$ cat src/rtl/csr_wif.sv
// Committer-to-CSR write/trap channel. The committer drives it; the CSR file only listens.
// valid is a single-cycle strobe per committed instruction. There is no ready: the responder always accepts.
// trap=1 with valid turns the beat into a trap entry, and addr/data are then ignored.
interface csr_wif #(
  parameter int XLEN = 32
);
  logic [11:0]     addr;
  logic [XLEN-1:0] data;
  logic [XLEN-1:0] pc;
  logic [XLEN-1:0] cause;
  logic            trap;
  logic            valid;

  modport cmt (output addr, data, pc, cause, trap, valid);
  modport rsp (input addr, data, pc, cause, trap, valid);
endinterface

$ cat src/rtl/csr_file.sv
// Machine-mode CSR file: committed writes, trap entry, MRET, free-running mcycle/minstret,
// and a combinational read port that returns pre-write values.
module csr_file #(
  parameter int          XLEN      = 32,
  parameter int          HART_ID   = 0,
  parameter logic [31:0] MTVEC_RST = 32'h0
) (
  input  logic            clk,
  input  logic            rst,
  csr_wif.rsp             wbcsr_wif,
  input  logic            mret_vld,
  input  logic            instret_inc,
  input  logic [11:0]     rd_addr,
  output logic [XLEN-1:0] rd_data,
  output logic            rd_illegal,
  output logic [XLEN-1:0] mtvec_o,
  output logic [XLEN-1:0] mepc_o,
  output logic            mie_o
);
  localparam logic [11:0] A_MSTATUS   = 12'h300;
  localparam logic [11:0] A_MISA      = 12'h301;
  localparam logic [11:0] A_MTVEC     = 12'h305;
  localparam logic [11:0] A_MSCRATCH  = 12'h340;
  localparam logic [11:0] A_MEPC      = 12'h341;
  localparam logic [11:0] A_MCAUSE    = 12'h342;
  localparam logic [11:0] A_MTVAL     = 12'h343;
  localparam logic [11:0] A_MCYCLE    = 12'hB00;
  localparam logic [11:0] A_MINSTRET  = 12'hB02;
  localparam logic [11:0] A_MCYCLEH   = 12'hB80;
  localparam logic [11:0] A_MINSTRETH = 12'hB82;
  localparam logic [11:0] A_CYCLE     = 12'hC00;
  localparam logic [11:0] A_INSTRET   = 12'hC02;
  localparam logic [11:0] A_CYCLEH    = 12'hC80;
  localparam logic [11:0] A_INSTRETH  = 12'hC82;
  localparam logic [11:0] A_MHARTID   = 12'hF14;
  localparam logic [31:0] MISA_VAL    = 32'h4000_0100;

  logic        r_mie;
  logic        r_mpie;
  logic [31:0] r_mtvec;
  logic [31:0] r_mscratch;
  logic [31:0] r_mepc;
  logic [31:0] r_mcause;
  logic [31:0] r_mtval;
  logic [63:0] r_mcycle;
  logic [63:0] r_minstret;

  logic        w_trap;
  logic        w_wr;
  logic        w_mret;
  logic        w_inc;
  logic [63:0] w_mcycle_inc;
  logic [63:0] w_minstret_inc;
  logic [31:0] w_mstatus;

  assign w_trap         = wbcsr_wif.valid & wbcsr_wif.trap;
  assign w_wr           = wbcsr_wif.valid & ~wbcsr_wif.trap;
  assign w_mret         = mret_vld & ~w_trap;
  assign w_inc          = instret_inc & ~w_trap;
  assign w_mcycle_inc   = r_mcycle + 64'd1;
  assign w_minstret_inc = r_minstret + {63'd0, w_inc};
  assign w_mstatus      = {19'd0, 2'b11, 3'd0, r_mpie, 3'd0, r_mie, 3'd0};

  // Priority on MIE/MPIE: trap entry, then MRET, then a plain mstatus write.
  always_ff @(posedge clk or posedge rst) begin
    if (rst) begin
      r_mie  <= 1'b0;
      r_mpie <= 1'b0;
    end else if (w_trap) begin
      r_mpie <= r_mie;
      r_mie  <= 1'b0;
    end else if (w_mret) begin
      r_mie  <= r_mpie;
      r_mpie <= 1'b1;
    end else if (w_wr && wbcsr_wif.addr == A_MSTATUS) begin
      r_mie  <= wbcsr_wif.data[3];
      r_mpie <= wbcsr_wif.data[7];
    end
  end

  always_ff @(posedge clk or posedge rst) begin
    if (rst) begin
      r_mtvec    <= {MTVEC_RST[31:2], 2'b00};
      r_mscratch <= 32'd0;
      r_mepc     <= 32'd0;
      r_mcause   <= 32'd0;
      r_mtval    <= 32'd0;
    end else if (w_trap) begin
      r_mepc   <= {wbcsr_wif.pc[31:2], 2'b00};
      r_mcause <= wbcsr_wif.cause;
      r_mtval  <= 32'd0;
    end else if (w_wr) begin
      case (wbcsr_wif.addr)
        A_MTVEC:    r_mtvec    <= {wbcsr_wif.data[31:2], 2'b00};
        A_MSCRATCH: r_mscratch <= wbcsr_wif.data;
        A_MEPC:     r_mepc     <= {wbcsr_wif.data[31:2], 2'b00};
        A_MCAUSE:   r_mcause   <= wbcsr_wif.data;
        A_MTVAL:    r_mtval    <= wbcsr_wif.data;
        default:    ;
      endcase
    end
  end

  // Writing one half of a counter replaces that half; the other half never sees the carry.
  always_ff @(posedge clk or posedge rst) begin
    if (rst) begin
      r_mcycle   <= 64'd0;
      r_minstret <= 64'd0;
    end else begin
      if (w_wr && wbcsr_wif.addr == A_MCYCLE)
        r_mcycle <= {r_mcycle[63:32], wbcsr_wif.data};
      else if (w_wr && wbcsr_wif.addr == A_MCYCLEH)
        r_mcycle <= {wbcsr_wif.data, w_mcycle_inc[31:0]};
      else
        r_mcycle <= w_mcycle_inc;

      if (w_wr && wbcsr_wif.addr == A_MINSTRET)
        r_minstret <= {r_minstret[63:32], wbcsr_wif.data};
      else if (w_wr && wbcsr_wif.addr == A_MINSTRETH)
        r_minstret <= {wbcsr_wif.data, w_minstret_inc[31:0]};
      else
        r_minstret <= w_minstret_inc;
    end
  end

  always_comb begin
    rd_data    = 32'd0;
    rd_illegal = 1'b0;
    case (rd_addr)
      A_MSTATUS:               rd_data = w_mstatus;
      A_MISA:                  rd_data = MISA_VAL;
      A_MTVEC:                 rd_data = r_mtvec;
      A_MSCRATCH:              rd_data = r_mscratch;
      A_MEPC:                  rd_data = r_mepc;
      A_MCAUSE:                rd_data = r_mcause;
      A_MTVAL:                 rd_data = r_mtval;
      A_MCYCLE,   A_CYCLE:     rd_data = r_mcycle[31:0];
      A_MCYCLEH,  A_CYCLEH:    rd_data = r_mcycle[63:32];
      A_MINSTRET, A_INSTRET:   rd_data = r_minstret[31:0];
      A_MINSTRETH, A_INSTRETH: rd_data = r_minstret[63:32];
      A_MHARTID:               rd_data = 32'(HART_ID);
      default:                 rd_illegal = 1'b1;
    endcase
  end

  assign mtvec_o = r_mtvec;
  assign mepc_o  = r_mepc;
  assign mie_o   = r_mie;
endmodule
$ cat src/flat_wrapper.sv
// flat-port wrapper written by rule: the top's interface ports become plain ports
module csr_file_flat 
#(
  parameter int          XLEN      = 32,
  parameter int          HART_ID   = 0,
  parameter logic [31:0] MTVEC_RST = 32'h0
)
  (clk, rst, mret_vld, instret_inc, rd_addr, rd_data, rd_illegal, mtvec_o, mepc_o, mie_o, wbcsr_wif_addr, wbcsr_wif_data, wbcsr_wif_pc, wbcsr_wif_cause, wbcsr_wif_trap, wbcsr_wif_valid);
  csr_wif #(.XLEN(XLEN)) wbcsr_wif_i ();
  input  logic clk;
  input  logic rst;
  input  logic mret_vld;
  input  logic instret_inc;
  input  logic [11:0] rd_addr;
  output logic [XLEN-1:0] rd_data;
  output logic rd_illegal;
  output logic [XLEN-1:0] mtvec_o;
  output logic [XLEN-1:0] mepc_o;
  output logic mie_o;
  input wire logic [$bits(wbcsr_wif_i.addr)-1:0] wbcsr_wif_addr;
  input wire logic [$bits(wbcsr_wif_i.data)-1:0] wbcsr_wif_data;
  input wire logic [$bits(wbcsr_wif_i.pc)-1:0] wbcsr_wif_pc;
  input wire logic [$bits(wbcsr_wif_i.cause)-1:0] wbcsr_wif_cause;
  input wire logic [$bits(wbcsr_wif_i.trap)-1:0] wbcsr_wif_trap;
  input wire logic [$bits(wbcsr_wif_i.valid)-1:0] wbcsr_wif_valid;
  assign wbcsr_wif_i.addr = wbcsr_wif_addr;
  assign wbcsr_wif_i.data = wbcsr_wif_data;
  assign wbcsr_wif_i.pc = wbcsr_wif_pc;
  assign wbcsr_wif_i.cause = wbcsr_wif_cause;
  assign wbcsr_wif_i.trap = wbcsr_wif_trap;
  assign wbcsr_wif_i.valid = wbcsr_wif_valid;
  csr_file #(.XLEN(XLEN), .HART_ID(HART_ID), .MTVEC_RST(MTVEC_RST)) u_core (.clk(clk), .rst(rst), .wbcsr_wif(wbcsr_wif_i), .mret_vld(mret_vld), .instret_inc(instret_inc), .rd_addr(rd_addr), .rd_data(rd_data), .rd_illegal(rd_illegal), .mtvec_o(mtvec_o), .mepc_o(mepc_o), .mie_o(mie_o));
endmodule
$ cat config.mk
export PLATFORM = sky130hd
export DESIGN_NAME = csr_file_flat
export DESIGN_NICKNAME = d
export VERILOG_FILES = /design/src/rtl/csr_wif.sv /design/src/rtl/csr_file.sv /design/src/flat_wrapper.sv
export SDC_FILE = /design/constraint.sdc
export NUM_CORES = 1
export LEC_CHECK = 0
export BUFFER_PORTS_ARGS = -buffer_cell sky130_fd_sc_hd__buf_2
export CAP_MARGIN = 20
export CELL_PAD_IN_SITES_DETAIL_PLACEMENT = 2
export CELL_PAD_IN_SITES_GLOBAL_PLACEMENT = 2
export CORE_MARGIN = 2
export CORE_UTILIZATION = 36
export DETAILED_ROUTE_END_ITERATION = 6
export MAX_ROUTING_LAYER = met4
export PLACE_DENSITY = 0.9
export SETUP_SLACK_MARGIN = 0.5
export SYNTH_ARGS = -nofsm -noshare
export SYNTH_HDL_FRONTEND = slang
export SYNTH_SLANG_ARGS = --single-unit
$ cat constraint.sdc
create_clock -name clk -period 14.2 [get_ports clk]
set_clock_uncertainty 0.15 [all_clocks]
set_input_delay 2.84 -clock clk [delete_from_list [all_inputs] [get_ports clk]]
set_output_delay 2.84 -clock clk [all_outputs]
set_load 0.05 [all_outputs]
==> out/qor.yml, run 1 <==
status:
  status: "finished with violations"
  violations: "DRC"
global_routing:
  grt_pass1_vias: 20960
  grt_max_degree: 102
  grt-ovfl-total: 0
  grt_first_pass_wirelength_mm: 144.8
  antenna_found_initial: 5
  grt_use_total_pct: 40.40
yosys:
  synth_top_area_share_pct: 41.63
  yosys_warnings: 0
  synth_edf_count: 0
  syn_inst: 1983
  synth_largest_area_cell: "dfrtp_1"
  synth_top_flop_cell: "dfrtp_1"
  async_flop_share_pct: 100.0
  synth_area_leaders: "dfrtp_1 42%, nand2_1 6.9%, mux2_2 5.1%, mux2i_1 5.1%, nor2_1 3.3%"
  syn_area_um2: 17190
  avgSynthCellArea_um2: 8.670
  yosys.cell_types.count: 71
  synth_seq_cells: 286
  yosysSeqAreaShare_pct: 41.63
cts:
  cts_root_buf: "clkbuf_16"
  cts-resized-gates: 0
  cts.sinks: 286
  cts_hold_buf: 0
  numCtsBuffers: 36
  insertion_delay_ns: 0.60
  clkTransAtPathRegs_ns: 0.06
  h-tree-depth: 2
  ctsLongestPathBuffers: 3
  cts_tree: "yes"
  postCtsSetupRepairBufs: 0
floorplanning:
  rows: 80
  dieArea_um2: 49520
  io_pins: 224
  core_um2: 47450
  die-height_um: 222.5
  initial_core_util_pct: 36.24
  die_w_um: 222.5
pwr:
  vdd_drop_max_v: 0.0001270
  p_leak_nw: 8.380
  p_per_area_nw_per_um2: 106.8
finish:
  layout-drive-gt1-share_pct: 19.59
  finalInstanceArea_um2: 19990
  final_net_count: 2247
  area_growth_syn_to_layout_pct: 16.24
  instances_no_fill: 2757
critical_path:
  crit_path_cell_trace: "buf_2 > buf_4 > nor4b_1 > nand2_1 > nor2_1 > buf_4 > a221oi_1 > nand2_1 > buf_2"
  critPathRequiredTime_ns: 11.21
  end_kind: "output pin"
  path_max_fanout: 39
  crit_type: "in2out"
  crit_family: "simple AND/OR/NAND/NOR gates"
  path_buf_inv: 4
  arrival_ns: 6.74
  r2r_slack_ns: 10.54
  r2r_cells: 7
  r2r_end: "u_core.r_minstret[60]$_DFFE_PP0N_"
  critPathLaunchType: "input port"
  cpMaxStageDelayCell: "nor4b_1"
  worstReg2RegStart: "u_core.r_minstret[0]$_DFF_PP0_"
  critPathMaxStageDelay_ns: 0.93
sta:
  setup_violations: 0
  period_needed_ns: 9.727
  hold_viol: 0
  max_slew.worst_pin.slew_ns: 1.122
  max_freq_ghz: 0.1028
  rsz0062_at_grt: "no"
  maxSlewHeadroom_pct: 25.19
  slew_violations: 0
  post-route-period-util_pct: 68.50
  fin_ws_ns: 4.473
  finalSetupTns_ns: 0
worst_hold_path:
  hp-start: "u_core.r_mscratch[27]$_DFFE_PP0P_"
  hold_class: "reg2reg"
  holdPathStages: 1
  worstHoldEndpoint: "u_core.r_mscratch[27]$_DFFE_PP0P_"
route:
  wl_per_cell_um: 36.19
  drc_errors: 1
  wirelength_mm: 99.78
  num_vias: 19440
  firstDrtPassIters: 7
  viasPerCell: 7.050
  drtIter0Drc: 2300
  antenna_left: 0
placement:
  dp_hpwl_mm: 63.70
  globalplace.congestion: 0.9068
  pre_cts_slack_ns: 4.979
  placed_cells: 2693
  placed_cell_area_um2: 18800
  port_buffers: 217
run:
  cap_violations: 0
-- per-stage QoR --
step | power [mW] | util (%) | hold slack [ns]
3_5_place_dp | 1.168 | 39.62 | 0.3454
5_1_grt | 2.172 | 42.12 | 0.3793
3_3_place_gp | 1.145 | 39.57 | 0.3343
6_report | 2.134 | 42.12 | 0.3714
2_1_floorplan | 1.050 | - | 0.3253
4_1_cts | 2.112 | 42.01 | 0.3718
-- how the worst max path moves through the flow --
stage | from | to | slack, ns | cells past startpoint
after floorplan | rst | u_core.mepc_o[10]$_DFFE_PP0P_ | 3.32 | 1
after global placement | rd_addr[7] | rd_data[16] | 5.28 | 9
after detailed placement | rd_addr[7] | rd_data[31] | 4.98 | 9
after CTS | rd_addr[7] | rd_data[31] | 4.74 | 9
after global routing | rd_addr[7] | rd_data[31] | 4.44 | 9
final | rd_addr[7] | rd_data[31] | 4.47 | 9
-- cells in the mapped netlist, types with 7 or more instances --
library cell / count
a211oi_1: 14
a21o_1: 10
a21oi_1: 80
a221oi_1: 27
a222oi_1: 12
a22oi_1: 44
a31oi_1: 42
and2_1: 16
and3_1: 19
and4_1: 14
buf_2: 7
clkbuf_1: 143
dfrtp_1: 286
inv_1: 31
mux2_2: 78
mux2i_1: 87
nand2_1: 315
nand2b_1: 7
nand3_1: 94
nand4_1: 71
nor2_1: 150
nor3_1: 59
nor3b_1: 12
nor4_1: 37
o2111ai_1: 8
o21ai_0: 109
o221ai_1: 7
o31ai_1: 7
o32ai_1: 15
or3_1: 9
or4_1: 8
xnor2_1: 27
xor2_1: 33
-- cell families (layout without fill, tap and decap cells) --
family	after synthesis	count (layout)	synth area share, %
adders and majority gates	3	3	0.2183
DFF	286	286	41.63
AOI/OAI and AO/OA	429	429	16.64
other	1	7	0.02181
xor gates and xnor gates	60	60	3.057
muxes	165	165	10.17
buffers and inverters	193	346	4.396
and+or+nand+nor	846	846	23.86
-- cell usage in the layout (no fill, tap or decap), types with 37 or more instances in the layout --
| cell type | count |
|---|---|
| nand2_1 | 314 |
| dfrtp_1 | 286 |
| buf_2 | 217 |
| nor2_1 | 144 |
| o21ai_0 | 109 |
| nand3_1 | 94 |
| mux2i_1 | 87 |
| a21oi_1 | 80 |
| mux2_2 | 78 |
| nand4_1 | 71 |
| nor3_1 | 57 |
| a22oi_1 | 44 |
| a31oi_1 | 42 |
| clkbuf_16 | 37 |
-- power by group --
group	internal (mW)	switching, mW	total, mW
combinational	0.0668	0.198	0.265
sequential	0.856	0.0647	0.921
clock	0.522	0.427	0.949
-- final cells by class --
cell class / count / area (µm²)
fillers: 5194 / 27460
multi-input cells: 1507 / 9369
flip-flops and latches: 286 / 7157
repair buffers: 256 / 1424
clock buffers: 53 / 1066
well taps: 615 / 769.5
inverters: 31 / 123.9
clock inverters: 6 / 68.82
diodes: 3 / 7.507
-- state kept, by name, summed over array words and instances, names as in the netlist --
name and count:
u_core.r_mcycle 64, u_core.r_mscratch 32, u_core.mie_o 1, u_core.r_mpie 1
u_core.mepc_o 30, u_core.r_mcause 32, u_core.r_minstret 64, u_core.mtvec_o 30
u_core.r_mtval 32
-- metal layers --
layer,global-route usage [%],wire length [µm],up-vias
met3,9.680,9845,564
met5,-,0,-
met2,64.00,46290,1426
li1,-,-,7549
met1,46.31,36090,9898
met4,24.79,7558,0
No activity file was read; power rests on OpenSTA's default activity.
==> inputs of run 2 (changes only) <==
CORE_UTILIZATION = 32   (was 36)
PLACE_DENSITY = 0.85   (was 0.9)
clock period = 8.71 ns   (was 14.2 ns; I/O delays follow)
==> run 2 against run 1 <==
Compared with the run above: the run now ends clean; global-route usage down 7.2 points; register-to-register slack lost 5.5 ns; sequential power up 62%; clock power up 68%; design area grew 0.98%; final cell count grew 3.1%; non-clock buffer count fell by 1; setup slack got worse by 2.7 ns; count of clock-buffer cells in the layout decreased by 3.
==> out/qor.yml, run 2 (synthesis gave the netlist of run 1 again) <==
finish:
  instances_no_fill: 2842
  area_growth_syn_to_layout_pct: 17.38
  num-fill-cells: 5811
  multi_input_area_um2: 9371
  reg_top3: "u_core.r_mcycle: 64 flops, u_core.r_minstret: 64 flops"
  final_common_cell: "nand2_1"
  layout-drive-gt1-share_pct: 19.88
  mostFrequentLayoutCells: "314 x nand2_1, 286 x dfrtp_1, 218 x buf_2"
  utilization_pct: 38.17
  finalInstanceArea_um2: 20180
  final_net_count: 2247
  regArea_um2: 7157
critical_path:
  r2r_slack_ns: 5.08
  startpoint: "rd_addr[6]"
  crit_end: "rd_data[4]"
  worstReg2RegStart: "u_core.r_minstret[0]$_DFF_PP0_"
  cpMaxStageDelayCell: "nand2_1"
  path_max_fanout: 15
  arrival_ns: 5.07
  r2r_cells: 7
  cpMostUsedCell: "buf_2"
  critPathMaxStageDelay_ns: 0.80
  crit_family: "simple AND/OR/NAND/NOR gates"
  critPathRequiredTime_ns: 6.82
  r2r_end: "u_core.r_minstret[60]$_DFFE_PP0N_"
  crit_type: "in2out"
  cp.depth: 8
  end_kind: "output pin"
  critPathLaunchType: "input port"
  path_buf_inv: 3
  crit_path_cell_trace: "buf_2 > nor4b_1 > nand2_1 > nor2_1 > buf_4 > a22oi_1 > o2111ai_1 > buf_2"
placement:
  placed_cells: 2763
  globalplace.congestion: 0.9476
  placed_cell_area_um2: 18900
  dp_hpwl_mm: 62.07
  port_buffers: 217
  pre_cts_slack_ns: 1.758
global_routing:
  grt_use_total_pct: 33.22
  grt_pass1_vias: 19970
  grt_max_degree: 152
  antenna_found_initial: 10
  grt-ovfl-total: 0
  grt_first_pass_wirelength_mm: 135.5
cts:
  cts-resized-gates: 0
  cts_tree: "yes"
  postCtsSetupRepairBufs: 0
  cts_root_buf: "clkbuf_16"
  h-tree-depth: 2
  numCtsBuffers: 37
  cts.sinks: 286
  clkTransAtPathRegs_ns: 0.06
  ctsLongestPathBuffers: 3
  cts_hold_buf: 0
  insertion_delay_ns: 0.57
sta:
  finalSetupTns_ns: 0
  post-route-period-util_pct: 79.96
  fin_ws_ns: 1.745
  max_freq_ghz: 0.1436
  maxSlewHeadroom_pct: 21.33
  hold_viol: 0
  whs_ns: 0.3665
  slew_violations: 0
  rsz0062_at_grt: "no"
  setup_violations: 0
  max_slew.worst_pin.slew_ns: 1.176
  period_needed_ns: 6.965
route:
  viasPerCell: 6.466
  antenna_left: 0
  firstDrtPassIters: 5
  drtIter0Drc: 1717
  num_vias: 18380
  wl_per_cell_um: 32.22
  wirelength_mm: 91.58
  drc_errors: 0
status:
  status: "finished clean"
worst_hold_path:
  hold_class: "reg2reg"
floorplanning:
  die-height_um: 235.8
  io_pins: 224
  rows: 84
  dieArea_um2: 55600
  initial_core_util_pct: 32.52
  core_um2: 52870
  die_w_um: 235.8
pwr:
  p_per_area_nw_per_um2: 172.9
  power_mw: 3.489
  vdd_drop_max_v: 0.0001563
  p_leak_nw: 8.418
run:
  cap_violations: 0
[run 2: cell count changes in the layout (fill, tap and decap cells not counted), moves of 2 or more]
| cell | previous run | this run |
|---|---|---|
| diode_2 | 3 | 11 |
| buf_4 | 36 | 30 |
| clkinv_2 | 3 | 7 |
| buf_8 | 0 | 3 |
| bufinv_16 | 0 | 3 |
| buf_12 | 2 | 4 |
| clkbuf_1 | 8 | 6 |
| clkinvlp_4 | 1 | 3 |
| inv_6 | 0 | 2 |
[run 2: final cells by class]
| type | count | share of cell area (%) |
|---|---|---|
| antenna | 11 | 0.1364 |
| clock buffer | 50 | 5.177 |
| clock inverter | 14 | 0.7812 |
| inverter | 31 | 0.5952 |
| multi-input combinational | 1507 | 46.44 |
| sequential | 286 | 35.46 |
| tap | 688 | 4.266 |
| timing repair buffer | 255 | 7.142 |
[run 2: worst min path at each step]
stage / end / cells past startpoint / slack [ns] / start
6_report: u_core.r_mscratch[3]$_DFFE_PP0P_ / 1 / 0.37 / u_core.r_mscratch[3]$_DFFE_PP0P_
2_1_floorplan: u_core.r_mscratch[11]$_DFFE_PP0P_ / 1 / 0.33 / u_core.r_mscratch[11]$_DFFE_PP0P_
5_1_grt: u_core.r_mscratch[9]$_DFFE_PP0P_ / 1 / 0.39 / u_core.r_mscratch[9]$_DFFE_PP0P_
3_3_place_gp: u_core.r_mscratch[11]$_DFFE_PP0P_ / 1 / 0.33 / u_core.r_mscratch[11]$_DFFE_PP0P_
3_5_place_dp: u_core.r_mscratch[7]$_DFFE_PP0P_ / 1 / 0.35 / u_core.r_mscratch[7]$_DFFE_PP0P_
4_1_cts: u_core.r_mscratch[9]$_DFFE_PP0P_ / 1 / 0.37 / u_core.r_mscratch[9]$_DFFE_PP0P_
[run 2: per-layer routing]
metal	global-route usage, %	up-vias	part of all wire (%)
met5	-	-	0
met4	16.48	0	5.1
li1	-	7553	-
met2	54.45	919	48
met1	38.96	9614	39
met3	6.612	290	7.1
[run 2: where the power goes]
group / leakage, nW / switching (mW) / internal [mW]
Sequential: 3.60 / 0.0965 / 1.40
Combinational: 4.22 / 0.301 / 0.108
Clock: 0.593 / 0.657 / 0.930
